==> src/rtl/vga_timing_pkg.sv <==
// Default 640x480@60Hz timing constants and the 10-bit screen coordinate type
// shared by the sync generator and the font/text stage.
package vga_timing_pkg;

    localparam int H_DISPLAY_DEF = 640;
    localparam int H_FRONT_DEF   = 16;
    localparam int H_SYNC_DEF    = 96;
    localparam int H_BACK_DEF    = 48;
    localparam int V_DISPLAY_DEF = 480;
    localparam int V_FRONT_DEF   = 10;
    localparam int V_SYNC_DEF    = 2;
    localparam int V_BACK_DEF    = 33;
    localparam int TICK_DIV_DEF  = 4;

    localparam int H_TOTAL_DEF = H_DISPLAY_DEF + H_FRONT_DEF + H_SYNC_DEF + H_BACK_DEF;
    localparam int V_TOTAL_DEF = V_DISPLAY_DEF + V_FRONT_DEF + V_SYNC_DEF + V_BACK_DEF;

    localparam int COORD_W = 10;
    typedef logic [COORD_W-1:0] coord_t;

    // Inclusive window test used for the sync pulse decode.
    function automatic logic in_window(input coord_t v, input int lo, input int hi);
        return (int'(v) >= lo) && (int'(v) <= hi);
    endfunction

endpackage

==> src/rtl/pixel_tick_div.sv <==
// Pixel-slot strobe: one-clk p_tick every TICK_DIV clks, registered so it is
// low throughout reset even when TICK_DIV is 1.
module pixel_tick_div #(
    parameter int TICK_DIV = 4
) (
    input  logic clk,
    input  logic reset,
    output logic p_tick
);

    localparam int CNT_W = (TICK_DIV > 1) ? $clog2(TICK_DIV) : 1;
    localparam logic [CNT_W-1:0] LAST = CNT_W'(TICK_DIV - 1);

    logic [CNT_W-1:0] r_cnt;
    logic [CNT_W-1:0] w_cnt_next;
    logic             r_p_tick;

    always_comb begin
        w_cnt_next = (r_cnt == LAST) ? '0 : r_cnt + 1'b1;
    end

    // The strobe is registered from the next count so it lines up with the
    // clk in which the counter sits at TICK_DIV-1.
    always_ff @(posedge clk) begin
        if (reset) begin
            r_cnt    <= '0;
            r_p_tick <= 1'b0;
        end else begin
            r_cnt    <= w_cnt_next;
            r_p_tick <= (w_cnt_next == LAST);
        end
    end

    assign p_tick = r_p_tick;

endmodule

==> src/rtl/vga_sync_gen.sv <==
// VGA raster timing: pixel/line counters, registered sync and video_on decode.
// Optional frame counter for text blink is enabled with VGA_SYNC_FRAME_CNT_EN.
module vga_sync_gen
    import vga_timing_pkg::*;
#(
    parameter int H_DISPLAY = H_DISPLAY_DEF,
    parameter int H_FRONT   = H_FRONT_DEF,
    parameter int H_SYNC    = H_SYNC_DEF,
    parameter int H_BACK    = H_BACK_DEF,
    parameter int V_DISPLAY = V_DISPLAY_DEF,
    parameter int V_FRONT   = V_FRONT_DEF,
    parameter int V_SYNC    = V_SYNC_DEF,
    parameter int V_BACK    = V_BACK_DEF,
    parameter int TICK_DIV  = TICK_DIV_DEF
) (
    input  logic       clk,
    input  logic       reset,
    output logic       hsync,
    output logic       vsync,
    output logic       video_on,
    output logic       p_tick,
    output coord_t     pixel_x,
    output coord_t     pixel_y
`ifdef VGA_SYNC_FRAME_CNT_EN
    ,
    output logic [7:0] frame_cnt
`endif
);

    localparam int H_TOTAL = H_DISPLAY + H_FRONT + H_SYNC + H_BACK;
    localparam int V_TOTAL = V_DISPLAY + V_FRONT + V_SYNC + V_BACK;
    localparam int HS_LO   = H_DISPLAY + H_FRONT;
    localparam int HS_HI   = H_DISPLAY + H_FRONT + H_SYNC - 1;
    localparam int VS_LO   = V_DISPLAY + V_FRONT;
    localparam int VS_HI   = V_DISPLAY + V_FRONT + V_SYNC - 1;

    localparam coord_t X_LAST = coord_t'(H_TOTAL - 1);
    localparam coord_t Y_LAST = coord_t'(V_TOTAL - 1);

    logic   w_p_tick;
    logic   w_x_last;
    logic   w_y_last;
    coord_t w_x_next;
    coord_t w_y_next;
    coord_t r_x;
    coord_t r_y;
    logic   r_hsync;
    logic   r_vsync;
    logic   r_video_on;

    pixel_tick_div #(
        .TICK_DIV (TICK_DIV)
    ) u_tick (
        .clk    (clk),
        .reset  (reset),
        .p_tick (w_p_tick)
    );

    assign w_x_last = (r_x == X_LAST);
    assign w_y_last = (r_y == Y_LAST);

    always_comb begin
        w_x_next = r_x;
        w_y_next = r_y;
        if (w_p_tick) begin
            if (w_x_last) begin
                w_x_next = '0;
                w_y_next = w_y_last ? '0 : r_y + 1'b1;
            end else begin
                w_x_next = r_x + 1'b1;
            end
        end
    end

    // Decode from the next-state counters so the registered flags change on
    // the same edge as pixel_x/pixel_y.
    always_ff @(posedge clk) begin
        if (reset) begin
            r_x        <= '0;
            r_y        <= '0;
            r_hsync    <= 1'b1;
            r_vsync    <= 1'b1;
            r_video_on <= 1'b1;
        end else begin
            r_x        <= w_x_next;
            r_y        <= w_y_next;
            r_hsync    <= ~in_window(w_x_next, HS_LO, HS_HI);
            r_vsync    <= ~in_window(w_y_next, VS_LO, VS_HI);
            r_video_on <= (int'(w_x_next) < H_DISPLAY) && (int'(w_y_next) < V_DISPLAY);
        end
    end

`ifdef VGA_SYNC_FRAME_CNT_EN
    logic [7:0] r_frame_cnt;

    always_ff @(posedge clk) begin
        if (reset) begin
            r_frame_cnt <= 8'd0;
        end else if (w_p_tick && w_x_last && w_y_last) begin
            r_frame_cnt <= r_frame_cnt + 8'd1;
        end
    end

    assign frame_cnt = r_frame_cnt;
`endif

    assign hsync    = r_hsync;
    assign vsync    = r_vsync;
    assign video_on = r_video_on;
    assign p_tick   = w_p_tick;
    assign pixel_x  = r_x;
    assign pixel_y  = r_y;

endmodule
==> config.mk <==
export PLATFORM = sky130hd
export DESIGN_NAME = vga_sync_gen
export DESIGN_NICKNAME = d
export VERILOG_FILES = /design/src/rtl/vga_timing_pkg.sv /design/src/rtl/pixel_tick_div.sv /design/src/rtl/vga_sync_gen.sv
export SDC_FILE = /design/constraint.sdc
export NUM_CORES = 1
export LEC_CHECK = 0
export BUFFER_PORTS_ARGS = -buffer_cell sky130_fd_sc_hd__buf_2
export CAP_MARGIN = 20
export CELL_PAD_IN_SITES_DETAIL_PLACEMENT = 0
export CELL_PAD_IN_SITES_GLOBAL_PLACEMENT = 1
export CORE_AREA = 10 10 76 62
export CTS_CLUSTER_SIZE = 40
export DETAILED_ROUTE_END_ITERATION = 10
export DIE_AREA = 0 0 86 72
export PLACE_DENSITY_LB_ADDON = 0.08
export SLEW_MARGIN = 10
export SYNTH_ARGS = -nofsm -noshare
export SYNTH_HDL_FRONTEND = slang
export SYNTH_HIERARCHICAL = 1
export SYNTH_SLANG_ARGS = --single-unit
==> constraint.sdc <==
create_clock -name clk -period 5 [get_ports clk]
set_clock_uncertainty 0.15 [all_clocks]
set_input_delay 0.75 -clock clk [delete_from_list [all_inputs] [get_ports clk]]
set_output_delay 0.75 -clock clk [all_outputs]
set_load 0.1 [all_outputs]
Word-level counts from Yosys, hierarchy flattened

Index checks and enable logic that the tools add are counted.

$add $sub $neg: 3
Order comparisons: 6
Equality and inequality tests: 4
Multiplexer cells: 6
Bitwise logic cells: 2
Reductions and logical operators: 3

Operator list:

| operator              | count |
|---|---|
| $mux 10               | 5 |
| $add 10x1->10 const B | 2 |
| $eq 10x10->1 const B  | 2 |
| $ge 10x10->1 const B  | 1 |
| $ge 10x9->1 const B   | 1 |
| $le 10x10->1 const B  | 1 |
| $le 10x9->1 const B   | 1 |
| $lt 10x10->1 const B  | 1 |
| $lt 10x9->1 const B   | 1 |
| $eq 2x2->1 const B    | 2 |
| $logic_and 1x1->1     | 3 |
| $add 2x1->2 const B   | 1 |
| $mux 2                | 1 |
| $not 1->1             | 2 |

Bits in registers: 26
Input port bits: 2
Output and inout bits: 24
Logic and storage cells: 31

Depth between registers and ports, before layout

Gate-level depths: netlist of run 1.

Depth in word-level cells: 7
Depth in mapped cells: 8

Cells and area by module

The synthesis of run 1 kept the hierarchy.

By module, submodules not included:

| module         | instances | cells each | area each (sq um) | sequential area each (sq um) |
|---|---|---|---|---|
| vga_sync_gen   | 1         | 148        | 1212.4            | 460.4 |
| pixel_tick_div | 1         | 9          | 108.9             | 60.1 |

Worst setup path after synthesis of run 1

No wires, ideal clock.

Path type: register -> register
From: register r_x[0] (netlist: pixel_x[0])
To: register r_vsync (netlist: vsync)
Data arrival time: 3.225 ns
Path slack: 1.491 ns
Stages on the path, launching flop included: 9
Period minus slack after synthesis: 3.509 ns
Path through: dfxtp_1 ha_1 nand3_1 or3_4 buf_6 or3_4 xor2_1 nand4bb_1 or4_1

Cells in the longest elaborated chain, start to end: 6
Elaborated cells between the ends (all ways): 7
Classes of those cells: 2 x order compare; 1 x eq/ne; 2 x mux; 1 x bitwise; 1 x reduce/logical

Ends and longest elaborated chain:

| item                                       | RTL line             | RTL |
|---|---|---|
| start, declared                            | vga_sync_gen.sv:45   | `coord_t r_x;` |
| start signal, assigned                     | vga_sync_gen.sv:85   | `r_x <= w_x_next;` |
| $eq 10x10->1 *                             | vga_sync_gen.sv:59   | `assign w_x_last = (r_x == X_LAST);` |
| $mux 10 *                                  | vga_sync_gen.sv:66   | `if (w_x_last) begin` |
| $mux 10 *                                  | vga_sync_gen.sv:65   | `if (w_p_tick) begin` |
| $ge 10x9->1 or $le 10x9->1 (tied branches) | vga_timing_pkg.sv:23 | `return (int'(v) >= lo) && (int'(v) <= hi);` |
| $logic_and 1x1->1 *                        | vga_timing_pkg.sv:23 |  |
| $not 1->1 *                                | vga_sync_gen.sv:88   | `r_vsync <= ~in_window(w_y_next, VS_LO, VS_HI);` |
| end signal, assigned                       | vga_sync_gen.sv:88   |  |
| end, declared                              | vga_sync_gen.sv:48   | `logic r_vsync;` |

Mark *: on every way between the ends. The rest lies on a longest branch, timed or not.
A chain may end at the register's enable or synchronous reset.

Worst setup path after layout of run 1

From: register r_x[9] (netlist: pixel_x[9])
To: register r_vsync (netlist: vsync)

Same word-level chain as after synthesis.

==> flow_summary_export.csv, run 1 <==
group,metric,value,unit
floorplanning,die-width,86,um
timing,max_freq,356.0,MHz
worst_setup_path,critical_path.max_fanout,9,
logic_synthesis,yosysWarnings,6,
clocking,cts_resized,0,
clocking,clkSinkCount,26,
routing,routed_wl,3345,um
power_and_ir_drop,pwr-share-clk,42.6,%
logic_synthesis,synth_nets,164,
clocking,cts_buffers,3,
worst_setup_path,cp.required,5.01,ns
floorplanning,start_util,41.03,%
power_and_ir_drop,cellPowerDensity,263.4,nW/um^2
routing,dr.pass1.iters,4,
worst_hold_path,hold_class,"flip-flop to flip-flop",
timing,finalHoldViolations,0,
timing,drv_slew,0,
final_layout,drive_gt1_share,20.56,%
logic_synthesis,ys.flop_type,"dfxtp_1",
global_route,grt_pass1_wl,5499,um
timing,rsz0062_at_grt,"no",
global_route,grt_overflow_total,0,
logic_synthesis,ys_async_sr_fraction,0,%
placed_design,portBuffers,25,
clocking,ctsHoldBuffers,0,
power_and_ir_drop,p_int,0.3217,mW
power_and_ir_drop,switchingPower,0.08431,mW
logic_synthesis,ys_ff_latch,26,
power_and_ir_drop,combinationalPowerShare,4.7,%
final_layout,diodes,0,
clocking,post-cts-setup-buffers,0,
timing,setup_tns,0,ns
final_layout,fin_cells,220,
routing,dr_total_vias,1171,
worst_setup_path,crit_path_end_kind,"flip-flop",
global_route,grt_max_degree,25,
floorplanning,ios,26,
logic_synthesis,yosys-top-cells-count,"dfxtp_1, nor2_1, nand2_1, a21oi_1",
final_layout,syn2layout_area_growth,16.67,%
worst_setup_path,path_class,"flip-flop to flip-flop",
power_and_ir_drop,ir_drop,0.1877,mV
logic_synthesis,synth.most_common_cell,"dfxtp_1",
power_and_ir_drop,p_seq_share,52.6,%
logic_synthesis,synth.area.top_cells,"dfxtp_1, nor2_1, ha_1, xor2_1, nand2_1",
routing,wl_per_cell,15.20,um
status,status,"complete, no violations",
floorplanning,die-area,6192,um^2
power_and_ir_drop,swShare,20.76,%
routing,ant_nets,0,
timing,worst_pin_slew,0.4936,ns
final_layout,fin_util,47.86,%
timing,fin_crit,2.809,ns
logic_synthesis,yosys.area.top_type,"dfxtp_1",
routing,drt_iter0_drc,100,
clocking,htreeDepth,1,
run,cap_viol_max_count,0,
clocking,clkTransAtPathRegs,0.09,ns
global_route,antenna_found_initial,0,
logic_synthesis,syn_avg_cell_area,8.416,um^2
placed_design,gp_congestion,0.8890,
timing,final.period_utilization,56.18,%
global_route,grt_pass1_vias,1106,
logic_synthesis,synthCells,157,
clocking,clkLatencyLatePin,0.27,ns
clocking,cts-root-buf,"clkbuf_8",
routing,drc,0,
logic_synthesis,synth_edf_count,0,
floorplanning,core_area,3221,um^2
worst_setup_path,slowest_delay,0.53,ns
timing,worst_slack,2.191,ns
worst_setup_path,crit_buf_inv,0,
timing,setup_viol_count_final,0,
power_and_ir_drop,leakage,0.6023,nW
placed_design,pre_cts_slack,2.195,ns
worst_setup_path,cpMostUsedCell,"or3_4",
routing,vias_per_cell,5.323,
global_route,grt_util_all_layers,10.91,%
placed_design,dpl.cell_count,216,
worst_setup_path,crit_slowest_cell,"or4_1",
floorplanning,rows,18,
worst_setup_path,path_cells,"or3b_4 -> or3_4 -> or3_4 -> xor2_1 -> nand4bb_1 -> or4_1",
logic_synthesis,netlist-cell-type-count,37,
timing,max-slew-margin-rel,67.32,%
worst_setup_path,path_delay_family,"simple AND/OR/NAND/NOR gates",
logic_synthesis,syn_area,1321,um^2
worst_setup_path,cp_data_arrival_time,2.81,ns
clocking,cts.path.max_buffers,2,
worst_setup_path,start_kind,"flip-flop",
floorplanning,die_h,72,um
clocking,cts_tree,"yes",
logic_synthesis,yosysTopAreaCellShare,39.39,%
power_and_ir_drop,p_total,0.4060,mW
placed_design,place_hpwl,2568,um
final_layout,final_nets,188,
logic_synthesis,seq_area_frac_synth,39.39,%
==> sequential cells by signal, indices dropped and copies added, names as in the netlist <==
signal and flops:
pixel_y 10, video_on 1, u_tick/r_cnt 2, hsync 1, u_tick/p_tick 1, vsync 1
pixel_x 10
==> logic make-up (layout without fill, tap and decap cells) <==
kind of cell	after synthesis	after routing	synth area share, %
flip-flops	26	26	39.39
XOR/XNOR	13	13	8.617
multiplexers	2	2	1.515
adder cells (fa/ha/maj)	5	5	4.735
AND/OR/NAND/NOR	79	79	33.05
AO/OA/AOI/OAI	20	20	8.713
buffers and inverters	12	35	3.977
==> final timing paths <==
check,from,to,slack (ns),cells past startpoint
worst max-delay path,pixel_x[9],vsync,2.19,6
worst min-delay path,u_tick/r_cnt[0],u_tick/r_cnt[0],0.32,1
worst max register to register,pixel_x[9],vsync,2.19,6
worst min register to register,u_tick/r_cnt[0],u_tick/r_cnt[0],0.32,1
==> power by group through the flow <==
stage | combinational [mW] | sequential, mW | clock, mW
global placement | 0.0192 | 0.218 | 0
finish | 0.0193 | 0.214 | 0.173
floorplan | 0.00790 | 0.226 | 0
detailed placement | 0.0195 | 0.219 | 0
global route | 0.0206 | 0.214 | 0.188
CTS | 0.0195 | 0.214 | 0.180
==> metrics by stage <==
step	hold WS, ns	cell area (um^2)
finish	0.3190	1541
global route	0.3434	1541
CTS	0.3287	1541
detailed placement	0.3170	1470
global placement	0.2970	1470
floorplan	0.2826	1321
==> area by class of cell <==
| cell class | instances | area, um^2 |
|---|---|---|
| fill | 334 | 1679 |
| multi-input combinational | 119 | 748.2 |
| sequential | 26 | 520.5 |
| timing repair buffer | 26 | 132.6 |
| tap | 40 | 50.05 |
| clock buffer | 3 | 41.29 |
| clock inverter | 1 | 30.03 |
| inverter | 5 | 18.77 |
==> cell usage in the layout, fill, tap and decap left out, types with 3 or more instances in the layout <==
cell and count:
nor3_1 8, clkbuf_8 3, nor2_1 18, xnor2_1 6
a21oi_1 9, nand2_1 14, and3_1 3, nand4_1 8
nor2b_1 4, o21ai_0 6, ha_1 5, nand3_1 4
xor2_1 7, buf_2 25, dfxtp_1 26, inv_1 5
==> worst reg2reg max path: stages, from the launching register on <==
cell and delay, ns:
dfxtp_1 0.37, or3b_4 0.41, or3_4 0.45, or3_4 0.40, xor2_1 0.15, nand4bb_1 0.22
or4_1 0.53
==> routing by layer <==
metal	track usage [%]	wire (um)	vias to the layer above
li1	-	-	593
met1	14.20	1621	538
met2	16.49	1408	36
met3	3.906	278	4
met4	3.102	36	0
met5	0	0	-
No activity file was read; power rests on OpenSTA's default activity.
==> run 2: changes to the inputs <==
--- a/config.mk
+++ b/config.mk
@@ -5,14 +5,15 @@
 export SDC_FILE = /design/constraint.sdc
 export NUM_CORES = 1
 export LEC_CHECK = 0
+export ABC_AREA = 1
 export BUFFER_PORTS_ARGS = -buffer_cell sky130_fd_sc_hd__buf_2
 export CAP_MARGIN = 20
 export CELL_PAD_IN_SITES_DETAIL_PLACEMENT = 0
 export CELL_PAD_IN_SITES_GLOBAL_PLACEMENT = 1
-export CORE_AREA = 10 10 76 62
+export CORE_AREA = 10 10 87 70
 export CTS_CLUSTER_SIZE = 40
 export DETAILED_ROUTE_END_ITERATION = 10
-export DIE_AREA = 0 0 86 72
+export DIE_AREA = 0 0 97 80
 export PLACE_DENSITY_LB_ADDON = 0.08
 export SLEW_MARGIN = 10
 export SYNTH_ARGS = -nofsm -noshare
==> constraint.sdc (replaced) <==
create_clock -name clk -period 2.3 [get_ports clk]
set_clock_uncertainty 0.15 [all_clocks]
set_input_delay 0.345 -clock clk [delete_from_list [all_inputs] [get_ports clk]]
set_output_delay 0.345 -clock clk [all_outputs]
set_load 0.1 [all_outputs]
==> run 2 against run 1 <==
Die area grew 25%; hold slack gained 0.028 ns; cell count grew 43%; synthesized cell count grew 46%; area after synthesis grew 14%; count of clock-buffer cells in the layout is the same; sequential power grew 120%; register-to-register slack lost 1.9 ns; critical endpoint unchanged; largest cell class unchanged.
==> flow_summary_export.csv, run 2 <==
group,metric,value,unit
status,status,"complete, no violations",
timing,max_freq,502.5,MHz
timing,max-slew-margin-rel,67.26,%
floorplanning,die-width,97,um
logic_synthesis,synthCells,230,
logic_synthesis,ys_async_sr_fraction,0,%
routing,ant_nets,0,
final_layout,final_common_cell,"nand2_1",
logic_synthesis,synth_nets,237,
clocking,cts_tree,"yes",
final_layout,final_cell_area,1783,um^2
worst_setup_path,r2r_setup_slack,0.31,ns
timing,final.period_utilization,86.52,%
logic_synthesis,syn_avg_cell_area,6.566,um^2
run,cap_viol_max_count,0,
logic_synthesis,ys_ff_latch,26,
worst_setup_path,start_kind,"flip-flop",
placed_design,portBuffers,25,
routing,dr.pass1.iters,4,
power_and_ir_drop,cellPowerDensity,525.9,nW/um^2
floorplanning,core_area,4388,um^2
routing,drt_iter0_drc,94,
logic_synthesis,syn_area,1510,um^2
worst_setup_path,crit_path_end_kind,"flip-flop",
clocking,clkLatencyLatePin,0.27,ns
clocking,cts.path.max_buffers,2,
routing,highest_layer,"met4",
timing,setup_viol_count_final,0,
timing,finalHoldViolations,0,
final_layout,mostFrequentLayoutCells,"nand2_1, inv_1, nor2_1",
routing,met3_length,209,um
final_layout,diodes,0,
logic_synthesis,ys.flop_type,"dfxtp_1",
global_route,grt_pass1_vias,1354,
routing,dr_total_vias,1423,
logic_synthesis,yosys.area.top_type,"dfxtp_1",
clocking,ctsHoldBuffers,0,
clocking,clkTransAtPathRegs,0.10,ns
placed_design,pre_cts_slack,0.3565,ns
global_route,grt_overflow_total,0,
timing,rsz0062_at_grt,"no",
logic_synthesis,yosysWarnings,6,
logic_synthesis,synth.area.top_cells,"dfxtp_1, nand2_1, inv_1, nor2_1, nand3_1",
placed_design,dpl.cell_count,310,
clocking,cts-root-buf,"clkbuf_8",
worst_setup_path,critical_path.max_fanout,7,
logic_synthesis,netlist-cell-type-count,29,
floorplanning,ios,26,
global_route,grt_pass1_wl,6900,um
logic_synthesis,yosysTopAreaCellShare,34.47,%
global_route,grt_max_degree,24,
floorplanning,rows,21,
routing,routed_wl,4106,um
final_layout,drive_gt1_share,19.46,%
final_layout,fin_util,40.63,%
worst_hold_path,hold_start,"reset",
global_route,antenna_found_initial,0,
final_layout,final_nets,265,
routing,drc,0,
routing,wl_met1,2213,um
timing,setup_tns,0,ns
routing,wl_per_cell,13.08,um
worst_setup_path,path_class,"flip-flop to flip-flop",
worst_setup_path,cp-startpoint,"pixel_x[0]",
power_and_ir_drop,p_total,0.9377,mW
clocking,cts_resized,0,
worst_setup_path,r2r_end,"vsync",
floorplanning,start_util,34.42,%
routing,wl_met2,1669,um
routing,vias_per_cell,4.532,
placed_design,place_hpwl,3220,um
floorplanning,die_h,80,um
timing,drv_slew,0,
logic_synthesis,yosys-top-cells-count,"nand2_1, inv_1, nor2_1, dfxtp_1, nand3_1",
timing,hold_ws,0.3474,ns
final_layout,fin_cells,314,
worst_setup_path,reg2regPathDepth,11,
logic_synthesis,synth_edf_count,0,
worst_setup_path,r2r-start,"pixel_x[0]",
power_and_ir_drop,ir_drop,0.3433,mV
placed_design,place_area,1712,um^2
timing,fin_crit,1.990,ns
clocking,clkSinkCount,26,
logic_synthesis,synth.most_common_cell,"nand2_1",
clocking,post-cts-setup-buffers,0,
worst_hold_path,hold_class,"primary input to flip-flop",
worst_setup_path,cp.required,2.33,ns
timing,worst_slack,0.3099,ns
final_layout,syn2layout_area_growth,18.06,%
power_and_ir_drop,leakage,0.8569,nW
global_route,grt_util_all_layers,10.71,%
clocking,cts_buffers,3,
worst_setup_path,crit_end,"vsync",
logic_synthesis,seq_area_frac_synth,34.47,%
floorplanning,die-area,7760,um^2
clocking,htreeDepth,1,
placed_design,gp_congestion,0.7926,
worst_setup_path,cp_data_arrival_time,2.02,ns
timing,worst_pin_slew,0.4945,ns
==> run 2: changes by cell type after synthesis, sizes merged, moves of 5 or more <==
cell and change:
inv +36, xnor2 -5, a21oi -5, nand2 +42, nand3 +21, nor2 +23
==> run 2: per-layer routing <==
metal,vias up,global-route usage [%]
met5,-,0
met4,0,1.324
met3,2,3.028
met2,28,15.67
met1,621,15.37
li1,772,-
==> run 2: cells by family after synthesis <==
kind of cell             share of synthesized area [%]
AO/OA/AOI/OAI                                    3.811
flip-flops                                       34.47
adder cells (fa/ha/maj)                          4.143
buffers and inverters                            12.01
AND/OR/NAND/NOR                                  43.25
XOR/XNOR                                         2.320
==> run 2: worst min path at each step <==
| stage | to | slack, ns | depth (start not counted) |
|---|---|---|---|
| CTS | u_tick/r_cnt[1] | 0.34 | 2 |
| finish | pixel_y[8] | 0.35 | 2 |
| global placement | u_tick/r_cnt[0] | 0.35 | 3 |
| global route | pixel_y[3] | 0.37 | 2 |
| detailed placement | u_tick/r_cnt[0] | 0.36 | 3 |
| floorplan | pixel_y[1] | 0.26 | 1 |
==> run 2: report_power, final <==
part	total, mW	internal [mW]	leakage (nW)	switching (mW)
combinational	0.0811	0.0158	0.607	0.0653
sequential	0.469	0.460	0.214	0.00961
clock	0.387	0.233	0.0357	0.154
==> run 2: final cells by class <==
class                      instances  area (um^2)
clock buffer                       3        41.29
clock inverter                     1        30.03
fill                             476         2605
inverter                          42        162.7
multi-input combinational        158        808.3
sequential                        26        529.3
tap                               57        71.32
timing repair buffer              27        140.1
==> run 2: critical path, stage by stage, from the launching register on <==
cell     delay [ns]
dfxtp_2        0.37
ha_1           0.20
inv_1          0.07
nor2_1         0.09
nand3_1        0.12
nor2_4         0.18
nand3_1        0.09
nand2_1        0.07
nand2_1        0.06
nor2_1         0.24
and3_1         0.20
nand2_1        0.05
